`src/rtl/decod3to8ot.sv`:
```
// Registered 3-to-8 decoder with change counter and one-hot integrity flag.
// Macro DECOD3TO8OT_HOLD_EN: when defined, en=0 holds D0..D7/valid instead of clearing them.
module decod3to8ot #(
    parameter logic        OUT_INV = 1'b0,
    parameter int unsigned CNT_W   = 8
) (
    input  logic             clk,
    input  logic             rst,
    input  logic             A2,
    input  logic             A1,
    input  logic             A0,
    input  logic             en,
    output logic             D0,
    output logic             D1,
    output logic             D2,
    output logic             D3,
    output logic             D4,
    output logic             D5,
    output logic             D6,
    output logic             D7,
    output logic             valid,
    output logic [2:0]       code_q,
    output logic [CNT_W-1:0] chg_cnt,
    output logic             err
);

    localparam logic [CNT_W-1:0] CNT_MAX = '1;
    localparam logic [CNT_W-1:0] CNT_ONE = CNT_W'(1);

    logic [2:0]       codeIn;
    logic [7:0]       dOut_q, dOut_d;
    logic [7:0]       dIdle;
    logic [7:0]       dNorm;
    logic             valid_q, valid_d;
    logic [2:0]       codeReg_q, codeReg_d;
    logic [CNT_W-1:0] chgCnt_q, chgCnt_d;
    logic             err_q, err_d;

    assign codeIn = {A2, A1, A0};
    // dOut_q holds physical pin levels; dNorm is the active-high view used by the integrity check.
    assign dIdle  = {8{OUT_INV}};
    assign dNorm  = dOut_q ^ dIdle;

    always_comb begin
        dOut_d    = dOut_q;
        valid_d   = valid_q;
        codeReg_d = codeReg_q;
        chgCnt_d  = chgCnt_q;
        err_d     = valid_q && !$onehot(dNorm);
        if (en) begin
            dOut_d    = (8'b0000_0001 << codeIn) ^ dIdle;
            valid_d   = 1'b1;
            codeReg_d = codeIn;
            // Only a change relative to a previously valid decode counts; saturate, never wrap.
            if (valid_q && (codeIn != codeReg_q) && (chgCnt_q != CNT_MAX)) begin
                chgCnt_d = chgCnt_q + CNT_ONE;
            end
        end else begin
`ifdef DECOD3TO8OT_HOLD_EN
            dOut_d  = dOut_q;
            valid_d = valid_q;
`else
            dOut_d  = dIdle;
            valid_d = 1'b0;
`endif
        end
    end

    always_ff @(posedge clk) begin
        if (rst) begin
            dOut_q    <= dIdle;
            valid_q   <= 1'b0;
            codeReg_q <= 3'b000;
            chgCnt_q  <= '0;
            err_q     <= 1'b0;
        end else begin
            dOut_q    <= dOut_d;
            valid_q   <= valid_d;
            codeReg_q <= codeReg_d;
            chgCnt_q  <= chgCnt_d;
            err_q     <= err_d;
        end
    end

    assign {D7, D6, D5, D4, D3, D2, D1, D0} = dOut_q;
    assign valid   = valid_q;
    assign code_q  = codeReg_q;
    assign chg_cnt = chgCnt_q;
    assign err     = err_q;

endmodule

```
`config.mk`:
```
export PLATFORM = sky130hd
export DESIGN_NAME = decod3to8ot
export DESIGN_NICKNAME = d
export VERILOG_FILES = /design/src/rtl/decod3to8ot.sv
export SDC_FILE = /design/constraint.sdc
export NUM_CORES = 1
export LEC_CHECK = 0
export CORE_UTILIZATION = 41
export CTS_CLUSTER_SIZE = 40
export DETAILED_ROUTE_END_ITERATION = 16
export PLACE_DENSITY = 0.76
export REMOVE_ABC_BUFFERS = 1
export SYNTH_ARGS = -nofsm -noshare
export SYNTH_HDL_FRONTEND = slang
export SYNTH_SLANG_ARGS = --single-unit
```
`constraint.sdc`:
```
create_clock -name clk -period 5.29 [get_ports clk]
set_clock_uncertainty 0.15 [all_clocks]
set_input_delay 1.587 -clock clk [delete_from_list [all_inputs] [get_ports clk]]
set_output_delay 1.587 -clock clk [all_outputs]
set_load 0.005 [all_outputs]
```
==> run_results.csv, run 1 <==
group,metric,value,unit
outcome,status,"finished clean",
worst_setup_path,endpoint_kind,"flip-flop",
floorplanning,start_util,0.445,
route,drc,0,
pwr,powerDensity,205,nW/um^2
grt,grt_pass1_vias,749,
floorplanning,pin_count,27,
clock_network,cts_tree,"yes",
yosys,synth_area,1010,um^2
clock_network,path_clk_slew,0.11,ns
timing,setup_viol,0,
pwr,leakagePower,0.493,nW
route,drt_first_pass_iters,4,
timing,slew_headroom,0.639,
yosys,synthTopCellsByArea,"dfxtp_1 (42%), fa_1 (7.9%), inv_1 (5.6%), ha_1 (4.9%), nor2_1 (3.7%)",
pwr,vdd_drop_max,140,uV
grt,overflow,0,
floorplanning,rows,17,
route,routed_via_density,5.08,
yosys,yosysTopAreaCell,"dfxtp_1",
place,hpwl,1.50,mm
timing,tightestPinTransition,0.540,ns
worst_setup_path,r2r-end,"err",
yosys,synth_top_area_share,0.415,
yosys,synthArstFlopShare,0,
timing,period_minus_slack,3.26,ns
worst_setup_path,crit_fanout,2,
timing,rsz0062_at_grt,"false",
yosys,yosys_register_bits,21,
final_layout,num_antenna_cells,0,
place,dp_cells,160,
flow_run,maxCapViolCount,0,
yosys,yosysMostFrequentCell,"dfxtp_1",
clock_network,root_buffer,"clkbuf_4",
place,gp_congestion,0.754,
timing,finalHoldViolations,0,
worst_setup_path,critPathRequiredTime,5.35,ns
yosys,ys_seq_area_frac,0.415,
clock_network,cts_htree_levels,1,
worst_setup_path,worst_ep_arrival_time,3.32,ns
clock_network,cts_setup_buffers,0,
route,antenna_left,0,
min_path,hold_depth,2,
route,initialDrtViolationCount,7,
yosys,postSynthCellCount,108,
min_path,hold_end,"err",
final_layout,drive_gt1_frac,0.0588,
floorplanning,die_x,51.7,um
min_path,min_path_type,"flip-flop to flip-flop",
yosys,synth-main-ff-cell,"dfxtp_1",
yosys,synth_cell_type_count,32,
min_path,holdCritStartpoint,"valid",
floorplanning,core-area,2280,um^2
final_layout,area_growth,31.1,%
floorplanning,dieArea,2670,um^2
clock_network,numCtsBuffers,3,
route,wirelength,1.97,mm
clock_network,cts_hold_buf,0,
final_layout,finalNonFillerCells,164,
clock_network,clk_latency,0.30,ns
timing,slew_viol_final,0,
timing,tns,0,ns
grt,grt_usage,0.168,
final_layout,nNetsFinal,151,
yosys,synth_edf_count,0,
clock_network,cts_buffer_depth,2,
route,wire_per_inst,12.0,um
timing,fmax,0.306,GHz
worst_setup_path,cp-start-kind,"flip-flop",
yosys,syn_avg_cell_area,9.37,um^2
clock_network,post_cts_resized,0,
clock_network,clock_sinks,21,
grt,antenna_found_initial,0,
yosys,ys.warnings.count,0,
worst_setup_path,reg2reg_depth,10,
worst_setup_path,r2r-start,"dNorm[1]",
timing,min_period_over_period,0.617,
final_layout,fill_cells,205,
route,via_count,833,
grt,grt_pass1_wl,3.27,mm
grt,grt_max_degree,16,
place,port_buffers,26,
floorplanning,die_h,51.7,um
yosys,synthTopCellsByCount,"dfxtp_1 (21), inv_1 (15), nor2_1 (10)",
worst_setup_path,critical_path_class,"flip-flop to flip-flop",
worst_setup_path,regToRegSetupSlack,2.03,ns
-- report_power, final --
part | internal [mW] | total, mW | switching (mW)
combinational | 0.0164 | 0.0313 | 0.0149
clock | 0.0294 | 0.0757 | 0.0463
sequential | 0.162 | 0.165 | 0.00304
-- placed cells by master, fill, tap and decap left out, types with 2 or more instances in the layout --
master           netlist  final
nand2_1                4      4
a21oi_1                7      7
clkdlybuf4s50_1        0     26
inv_1                 15     15
or4_1                  4      4
xor2_1                 2      2
clkbuf_4               0      3
o21ai_0                3      3
ha_1                   4      4
nor3_1                 3      3
nor2_1                10     10
nand3_1                3      3
mux2i_1                3      3
nor2b_1                2      2
dfxtp_1               21     21
o31ai_1                4      4
or3_1                  2      2
fa_1                   4      4
-- area by class of cell --
| class | instances | area, um^2 | area share |
|---|---|---|---|
| Multi-Input combinational cell | 69 | 522 | 0.393 |
| Sequential cell | 21 | 420 | 0.317 |
| Timing Repair Buffer | 27 | 268 | 0.202 |
| Inverter | 15 | 56.3 | 0.0424 |
| Tap cell | 28 | 35.0 | 0.0264 |
| Clock buffer | 4 | 26.3 | 0.0198 |
-- sequential cells by signal, indices dropped and copies added (netlist names) --
name     count
chg_cnt      8
dNorm        8
code_q       3
err          1
valid        1
-- worst max-delay path by stage --
stage	startpoint	to	slack, ns	cells after the start
after global placement	A1	chg_cnt[6]	1.82	6
after global routing	dNorm[1]	err	1.87	10
after floorplan	A2	chg_cnt[6]	2.11	4
after detailed placement	A1	chg_cnt[7]	1.78	6
final	dNorm[1]	err	2.03	10
after CTS	dNorm[1]	err	1.99	10
-- worst max-delay path, cell delays in order, from the launching register on --
cell and delay (ns):
dfxtp_1 0.36, inv_1 0.07, fa_1 0.55, fa_1 0.42, fa_1 0.43, inv_1 0.07
ha_1 0.16, inv_1 0.05, fa_1 0.37, mux2_2 0.28, a311oi_1 0.27
-- per-layer routing --
layer,GRT usage,share of wire,up-vias
met5,0,0,-
li1,-,-,423
met1,0.221,0.45,385
met3,0.0263,0.041,2
met2,0.266,0.50,23
met4,0.0811,0.0081,0
-- logic make-up (layout without fill, tap and decap cells) --
logic type      count (synthesis)  after routing  synth area share
fa+ha+maj                       8              8             0.129
mux                             5              5            0.0519
compound gates                 18             18             0.116
simple gates                   35             35             0.185
flops                          21             21             0.415
xor+xnor                        3              3            0.0334
buf+inv                        18             46            0.0692
-- stage by stage --
stage	utilization	power, mW	hold slack [ns]	setup slack (ns)	instance area [um^2]
after floorplan	-	0.181	0.315	2.11	998
after global placement	0.572	0.199	0.338	1.82	1300
after detailed placement	0.572	0.200	0.349	1.78	1300
after CTS	0.583	0.274	0.369	1.99	1330
after global routing	0.583	0.285	0.398	1.87	1330
final	0.583	0.272	0.358	2.03	1330
No activity file was read; power rests on OpenSTA's default activity.
==> run 2: changes to the inputs <==
--- a/config.mk
+++ b/config.mk
@@ -8,7 +8,7 @@
 export CORE_UTILIZATION = 41
 export CTS_CLUSTER_SIZE = 40
 export DETAILED_ROUTE_END_ITERATION = 16
-export PLACE_DENSITY = 0.76
+export PLACE_DENSITY = 0.79
 export REMOVE_ABC_BUFFERS = 1
 export SYNTH_ARGS = -nofsm -noshare
 export SYNTH_HDL_FRONTEND = slang
==> constraint.sdc (replaced) <==
create_clock -name clk -period 3 [get_ports clk]
set_clock_uncertainty 0.15 [all_clocks]
set_input_delay 0.9 -clock clk [delete_from_list [all_inputs] [get_ports clk]]
set_output_delay 0.9 -clock clk [all_outputs]
set_load 0.005 [all_outputs]
==> run_results.csv, run 2 (same netlist as run 1, synthesis figures left out) <==
group,metric,value,unit
outcome,status,"complete, but fails checks",
outcome,violations,"setup timing",
worst_setup_path,crit_fanout,2,
timing,rsz0062_at_grt,"true",
timing,fmax,0.321,GHz
timing,period_minus_slack,3.11,ns
final_layout,fill_cells,196,
route,routed_via_density,5.09,
final_layout,utilization,0.611,
worst_setup_path,critical_path_class,"flip-flop to flip-flop",
pwr,power,488,uW
clock_network,clock_sinks,21,
worst_setup_path,r2r-start,"dNorm[3]",
clock_network,cts_buffer_depth,2,
route,antenna_left,0,
floorplanning,pin_count,27,
timing,slew_headroom,0.711,
grt,grt_usage,0.182,
clock_network,cts_setup_buffers,0,
final_layout,num_antenna_cells,0,
place,post-place-ws,-0.204,ns
clock_network,cts_htree_levels,1,
route,drt_first_pass_iters,4,
final_layout,postLayoutCellArea,1390,um^2
route,wire_per_inst,12.3,um
grt,grt_max_degree,16,
route,wirelength,2.09,mm
clock_network,root_buffer,"clkbuf_4",
place,port_buffers,26,
timing,min_period_over_period,1.04,
place,place_area,1350,um^2
grt,antenna_found_initial,0,
final_layout,area_growth,37.5,%
floorplanning,die_h,51.7,um
final_layout,nNetsFinal,157,
floorplanning,rows,17,
place,hpwl,1.64,mm
clock_network,clk_latency,0.31,ns
clock_network,cts_tree,"yes",
floorplanning,dieArea,2670,um^2
timing,hold_slack,0.368,ns
floorplanning,core-area,2280,um^2
pwr,powerDensity,351,nW/um^2
worst_setup_path,regToRegSetupSlack,-0.11,ns
worst_setup_path,worst_ep_arrival_time,3.19,ns
min_path,hold_depth,2,
min_path,holdCritStartpoint,"chg_cnt[7]",
floorplanning,die_x,51.7,um
grt,grt_pass1_wl,3.52,mm
place,gp_congestion,0.787,
final_layout,finalNonFillerCells,170,
pwr,leakagePower,0.531,nW
route,drc,0,
worst_setup_path,reg2reg_depth,10,
timing,finalWorstSetupSlack,-0.114,ns
worst_setup_path,cp-start-kind,"flip-flop",
timing,slew_viol_final,0,
final_layout,drive_gt1_frac,0.148,
timing,setup_viol,1,
clock_network,path_clk_slew,0.12,ns
worst_setup_path,endpoint_kind,"flip-flop",
clock_network,numCtsBuffers,3,
worst_setup_path,cp_slowest_cell,"fa_1",
place,dp_cells,166,
worst_setup_path,r2r-end,"err",
floorplanning,start_util,0.445,
min_path,hold_end,"chg_cnt[7]",
timing,finalHoldViolations,0,
grt,grt_pass1_vias,817,
pwr,vdd_drop_max,295,uV
flow_run,maxCapViolCount,0,
clock_network,cts_hold_buf,0,
grt,overflow,0,
timing,tns,-0.114,ns
timing,tightestPinTransition,0.433,ns
worst_setup_path,critPathRequiredTime,3.08,ns
route,via_count,865,
worst_setup_path,crit_chain,"inv_1 -> fa_1 -> fa_1 -> fa_1 -> inv_1 -> ha_1 -> inv_1 -> fa_2 -> mux2_2 -> a311oi_2",
final_layout,final_common_cell,"clkdlybuf4s50_1",
final_layout,layout_common_cells,"clkdlybuf4s50_1 (26), dfxtp_1 (18), inv_1 (15)",
worst_setup_path,cp_slowest_stage_delay,0.55,ns
min_path,min_path_type,"flip-flop to flip-flop",
route,initialDrtViolationCount,16,
## run 2: changes by cell type in the layout (fill, tap and decap cells not counted), sizes merged
cell	before	now
clkbuf	4	3
buf	1	7
clkinv	0	1
## run 2: worst max-delay path by stage
stage / start / to / slack, ns / cells past startpoint
finish: dNorm[3] / err / -0.11 / 10
global route: dNorm[3] / err / -0.28 / 11
detailed placement: dNorm[1] / err / -0.20 / 10
CTS: dNorm[3] / err / -0.17 / 10
floorplan: dNorm[1] / err / -0.10 / 10
global placement: dNorm[1] / err / -0.11 / 10
## run 2: area by class of cell
type | instances | area [um^2] | share of cell area
multi-input cells | 69 | 536 | 0.385
flip-flops and latches | 21 | 424 | 0.305
repair buffers | 33 | 313 | 0.225
inverters | 15 | 56.3 | 0.0405
well taps | 28 | 35.0 | 0.0252
clock buffers | 3 | 22.5 | 0.0162
clock inverters | 1 | 5.00 | 0.00360
## run 2: timing repair
item,CTS,global route
pin swaps,3,1
gates resized for setup,4,2
setup endpoints to repair,1,1
## run 2: where the power goes
part	internal [mW]	switching (mW)	leakage, nW	total (mW)
logic	0.0332	0.0285	0.341	0.0617
clock network	0.0498	0.0862	0.0177	0.136
registers	0.285	0.00535	0.172	0.291
## run 2: metal layers
| metal | GRT usage | wire [um] | vias to the layer above | part of all wire |
|---|---|---|---|---|
| met5 | 0 | 0 | - | 0 |
| met3 | 0.0351 | 91 | 4 | 0.044 |
| met4 | 0.0946 | 44 | 0 | 0.021 |
| li1 | - | - | 438 | - |
| met1 | 0.210 | 894 | 402 | 0.43 |
| met2 | 0.316 | 1060 | 21 | 0.51 |
## run 2: critical path, delay by kind of cell, from the launching register on
kind	cells	cell delay, ns
multiplexers	1	0.28
buffers and inverters	3	0.17
adder cells (fa/ha/maj)	5	1.90
AO/OA/AOI/OAI	1	0.21
flip-flops	1	0.34
